File: config.mk
export PLATFORM = sky130hd
export DESIGN_NAME = mem_wb_stage
export DESIGN_NICKNAME = d
export VERILOG_FILES = /design/src/rtl/mem_wb_stage.sv
export SDC_FILE = /design/constraint.sdc
export NUM_CORES = 1
export LEC_CHECK = 0
export CAP_MARGIN = 20
export CORE_MARGIN = 2
export CORE_UTILIZATION = 28
export CTS_CLUSTER_SIZE = 28
export DETAILED_ROUTE_END_ITERATION = 10
export DONT_BUFFER_PORTS = 1
export GPL_TIMING_DRIVEN = 0
export PLACE_DENSITY_LB_ADDON = 0.08
export SYNTH_ARGS = -nofsm -noshare
export SYNTH_HDL_FRONTEND = slang
export SYNTH_SLANG_ARGS = --single-unit
File: constraint.sdc
create_clock -name clk -period 2.1 [get_ports clk]
set_clock_uncertainty 0.2 [all_clocks]
set_input_delay 0.42 -clock clk [delete_from_list [all_inputs] [get_ports clk]]
set_output_delay 0.42 -clock clk [all_outputs]
set_load 0.03 [all_outputs]
File: src/rtl/mem_wb_stage.sv
// mem_wb_stage
//   Memory stage plus the MEM/WB pipeline register of the 5-stage ARM core.
//   A load or store starts a fixed-length SRAM access, and the pipeline is
//   frozen while that access is in flight. The stage registers the
//   write-back triple (WB_WB_EN / WB_Dest / WB_Value), which feeds the
//   forwarding unit and the EX operand mux.
//
// Ports
//   clk, rst_n                 core clock, async active-low reset
//   Mem_WB_EN/R_EN/W_EN        EX/MEM control (write-back, load, store)
//   Mem_Dest, ALU_Res, Val_Rm  EX/MEM destination, address/result, store data
//   sram_addr/wdata/we_n       SRAM word address, write data, write strobe
//   sram_rdata                 SRAM read data, valid in the last ACCESS cycle
//   freeze                     stalls PC, IF/ID, ID/EX and EX/MEM
//   WB_WB_EN/WB_Dest/WB_Value  MEM/WB register outputs
//
// Build option
//   MEM_STALL_STAT_EN : adds stall_cnt (frozen cycles) and mem_ops
//                       (completed accesses) counter outputs.
module mem_wb_stage #(
  parameter int WAIT_CYCLES = 4,     // 1..15
  parameter int ADDR_BASE   = 1024,
  parameter int SRAM_AW     = 17
) (
  input  logic               clk,
  input  logic               rst_n,
  input  logic               Mem_WB_EN,
  input  logic               Mem_R_EN,
  input  logic               Mem_W_EN,
  input  logic [3:0]         Mem_Dest,
  input  logic [31:0]        ALU_Res,
  input  logic [31:0]        Val_Rm,
  output logic [SRAM_AW-1:0] sram_addr,
  output logic [31:0]        sram_wdata,
  output logic               sram_we_n,
  input  logic [31:0]        sram_rdata,
  output logic               freeze,
  output logic               WB_WB_EN,
  output logic [3:0]         WB_Dest,
  output logic [31:0]        WB_Value
`ifdef MEM_STALL_STAT_EN
  ,
  output logic [31:0]        stall_cnt,
  output logic [31:0]        mem_ops
`endif
);

  typedef enum logic [1:0] {IDLE, ACCESS, DONE} state_t;

  localparam logic [3:0] LAST = 4'(WAIT_CYCLES - 1);

  state_t      state, state_nx;
  logic [3:0]  cnt, cnt_nx;
  logic        mem_req;
  logic        ld_cap;
  logic [31:0] ld_buf;

  assign mem_req = Mem_R_EN | Mem_W_EN;

  // Underflowing addresses wrap modulo 2^32 and are then truncated.
  assign sram_addr  = SRAM_AW'((ALU_Res - 32'(ADDR_BASE)) >> 2);
  assign sram_wdata = Val_Rm;

  always_ff @(posedge clk or negedge rst_n) begin
    if (!rst_n) begin
      state <= IDLE;
      cnt   <= '0;
    end else begin
      state <= state_nx;
      cnt   <= cnt_nx;
    end
  end

  always_comb begin
    state_nx  = state;
    cnt_nx    = cnt;
    ld_cap    = 1'b0;
    freeze    = 1'b0;
    sram_we_n = 1'b1;
    case (state)
      IDLE: begin
        if (mem_req) begin
          state_nx = ACCESS;
          cnt_nx   = '0;
          freeze   = 1'b1;   // stall already in the request cycle
        end
      end
      ACCESS: begin
        freeze    = 1'b1;
        cnt_nx    = cnt + 4'd1;
        // R and W together is treated as a load: never strobe a write then.
        sram_we_n = ~(Mem_W_EN & ~Mem_R_EN);
        if (cnt == LAST) begin
          ld_cap   = 1'b1;
          state_nx = DONE;
        end
      end
      DONE:    state_nx = IDLE;  // EX/MEM advances here, so no re-arm
      default: state_nx = IDLE;
    endcase
    // The state register clears asynchronously, but the request input may
    // still be high; gate so freeze drops the instant reset asserts.
    if (!rst_n) freeze = 1'b0;
  end

  always_ff @(posedge clk or negedge rst_n) begin
    if (!rst_n)      ld_buf <= '0;
    else if (ld_cap) ld_buf <= sram_rdata;
  end

  // MEM/WB register: a frozen edge inserts a bubble and holds dest/value.
  always_ff @(posedge clk or negedge rst_n) begin
    if (!rst_n) begin
      WB_WB_EN <= 1'b0;
      WB_Dest  <= '0;
      WB_Value <= '0;
    end else if (freeze) begin
      WB_WB_EN <= 1'b0;
    end else begin
      WB_WB_EN <= Mem_WB_EN;
      WB_Dest  <= Mem_Dest;
      WB_Value <= Mem_R_EN ? ld_buf : ALU_Res;
    end
  end

`ifdef MEM_STALL_STAT_EN
  always_ff @(posedge clk or negedge rst_n) begin
    if (!rst_n) begin
      stall_cnt <= '0;
      mem_ops   <= '0;
    end else begin
      if (freeze) stall_cnt <= stall_cnt + 32'd1;
      if (ld_cap) mem_ops   <= mem_ops + 32'd1;
    end
  end
`endif

endmodule
==> metrics.md <==
| Metric | Value |
|---|---|
| Status | `finished, violations left` |
| Failing checks | `negative hold slack` |
| Worst min path class | `primary input to async pin` |
| Count leader, synth | `dfrtp_1` |
| Reg clk slew, reported paths | `0.06 ns` |
| Register area share after synthesis | `48.2%` |
| VDD IR max | `0.000517 V` |
| Total negative slack | `0 ns` |
| Area Growth Syn to Fin | `15.0%` |
| Crit path max fanout | `5` |
| CP max-delay cell | `dfrtp_1` |
| CTS root buf | `clkbuf_16` |
| Routed WL per cell | `18.0 um` |
| Number of remaining DRC errors | `0` |
| Die footprint | `14900 um2` |
| Minimum clock period | `2.01 ns` |
| Worst Tran Pin Value | `0.617 ns` |
| Fmax | `497 MHz` |
| Synth Instances | `269` |
| I/O Pins | `193` |
| Total CTS buffers | `9` |
| Post-synth cell types | `31` |
| Fin nets | `388` |
| # port buffers | `0` |
| Final worst-path setup slack | `0.0896 ns` |
| Clk buf depth | `2` |
| Global route overflow | `0` |
| CP endpoint kind | `output port` |
| Initial drt markers | `63` |
| Reg2reg path depth | `5` |
| Starting Density | `28.4%` |
| Post-synth top cells | `75 x dfrtp_1, 51 x mux2_2, 49 x mux2_4, 41 x buf_4` |
| Worst R2R End | `ld_buf[14]` |
| Multi-input gate area | `1650 um2` |
| Count of pins over their slew limit | `0` |
| CTS H-tree lvls | `3` |
| # clock sinks | `75` |
| CP Data Arrival Time | `1.39 ns` |
| Leak | `0.00208 uW` |
| Final period util | `95.7%` |
| Mapped Nets | `376` |
| GRT Total Usage | `11.5%` |
| CP startpoint kind | `flop` |
| Crit path largest cell delay | `0.41 ns` |
| R2r setup slk | `0.19 ns` |
| Worst Setup Path Type | `flop to output port` |
| Core area | `13700 um2` |
| Post-DP HPWL | `5.71 mm` |
| Final ANT Viol Nets | `0` |
| Die Height | `122 um` |
| Pin count of the biggest net entering global routing | `77` |
| FP Rows | `43` |
| Filler instances | `1379` |
| Reg2reg start | `cnt[0]` |
| Antenna violations before repair | `1` |
| Clock latency on the worst-skew pair | `0.34 ns` |
| Top post-synthesis cells by area | `dfrtp_1 48%, mux2_4 19%, mux2_2 15%` |
| Post-CTS Repair Setup Buffers | `0` |
| Synth area leader | `dfrtp_1` |
| Layout cells sized above 1 | `62.1%` |
| Number of enable flip-flop cells after synthesis | `0` |
| Pwr dens | `1510 nW/um2` |
| Number of global-route vias before repair | `2125` |
| Final GP Congestion | `0.684` |
| First-pass GRT wire length | `12.5 mm` |
| First-pass DRT Iterations | `4` |
| Die width | `122 um` |
| Via density | `4.39` |
| Worst path required time | `1.48 ns` |
| CTS tree | `yes` |
| Yosys warning count | `0` |
| Critical path, cell by cell | `and2b_1 > nand3b_1` |
| Drt total wl | `8.38 mm` |
| RSZ-0062 raised after global routing | `false` |
| Dominant synthesized flop cell | `dfrtp_1` |
| Hold Fails Final Rpt | `75` |
| DP Worst Slack | `-0.0931 ns` |
| Syn_area_per_cell | `14.5 um2` |
| Synth Cell Area | `3890 um2` |
| Top cell type's share of synthesized area | `48.2%` |
| Yosys reg bits | `75` |
| Sequential cell area | `1880 um2` |
| Slew Limit Headroom | `58.8%` |
| Via Count | `2045` |
| CP delay by family, top | `simple AND/OR/NAND/NOR gates` |
| Sum of buffers and inverters on the critical path | `0` |
| Async set-reset flop share out of synthesis | `100%` |
| # setup viols final | `0` |
| Minimum hold slack | `-0.426 ns` |
| # Max-Cap Violations | `0` |
==> per-stage QoR <==
step	cell area (um2)	total power, uW	instances	utilization, %	hold slack (ns)
2_1_floorplan	3910	4980	269	-	-0.0756
5_1_grt	4470	7170	465	32.6	-0.456
4_1_cts	4440	6890	464	32.4	-0.449
6_report	4470	6750	466	32.6	-0.426
3_3_place_gp	4140	5320	449	30.2	-0.0736
3_5_place_dp	4140	5340	449	30.2	-0.0735
==> worst max path at each step <==
stage | startpoint | end | slack [ns] | depth (start not counted)
final | state[1] | sram_we_n | 0.09 | 2
after global routing | state[0] | sram_we_n | 0.001 | 2
after CTS | ALU_Res[10] | sram_addr[10] | 0.02 | 3
after detailed placement | ALU_Res[15] | sram_addr[15] | -0.09 | 3
after global placement | ALU_Res[15] | sram_addr[15] | -0.1 | 3
after floorplan | ALU_Res[15] | sram_addr[15] | 0.02 | 3
==> registers in the layout (all words and copies together), names as in the netlist <==
name	flops
WB_Dest	4
WB_Value	32
WB_WB_EN	1
cnt	4
ld_buf	32
state	2
==> worst register-to-register path, delay by kind of cell, from the launching register on <==
family | cells | cell delay (ns)
muxes | 1 | 0.31
buffers and inverters | 1 | 0.22
DFF | 1 | 0.37
adders and majority gates | 1 | 0.18
and+or+nand+nor | 2 | 0.51
==> kinds of logic (layout without fill, tap and decap cells) <==
family | count (synthesis) | after routing | share of synthesized area (%)
simple gates | 24 | 24 | 3.89
xor+xnor | 7 | 7 | 1.58
mux | 100 | 100 | 33.7
fa+ha+maj | 2 | 2 | 0.643
compound gates | 6 | 6 | 1.09
other cells | 0 | 1 | 0
buf+inv | 55 | 71 | 10.9
flops | 75 | 75 | 48.2
==> area by class of cell <==
class / count / area share (%)
Antenna cell: 1 / 0.0559
Buffer: 51 / 9.14
Clock buffer: 13 / 6.04
Clock inverter: 2 / 0.224
Inverter: 4 / 0.419
Multi-Input combinational cell: 139 / 36.9
Sequential cell: 75 / 41.9
Tap cell: 180 / 5.03
Timing Repair Buffer: 1 / 0.224
==> layer usage <==
layer,vias to the layer above,track usage (%),part of all wire (%)
met2,100,17.0,46
met4,0,4.31,1.4
met5,-,0,0
li1,916,-,-
met3,10,6.37,10
met1,1019,14.1,42
==> placed cells by master, fill, tap and decap left out, types with 2 or more instances in the layout <==
cell and instances:
xnor2_2 3, nor2_1 3, nor3_1 2, clkbuf_8 3, ha_1 2, clkinv_2 2, buf_4 41, buf_2 2
and2b_1 2, inv_1 3, buf_6 5, buf_8 2, dfrtp_1 75, nand3_1 2, nand2_1 5, mux2_4 49
a22o_1 2, xor2_1 2, mux2_2 51, o21ai_0 2, clkbuf_16 9
==> where the power goes <==
group	internal (uW)	switching (uW)	total, uW	leakage [uW]
Sequential	2150	1150	3300	0.000879
Clock	886	580	1470	0.000141
Combinational	1320	660	1980	0.00106
Total	4360	2390	6750	0.00208
==> timing repair <==
item	CTS	global route
gates resized for setup	4	3
pin swaps	0	1
hold endpoints to repair	75	76
endpoints found under the setup margin	4	5
(Power assumes the default switching activity.)
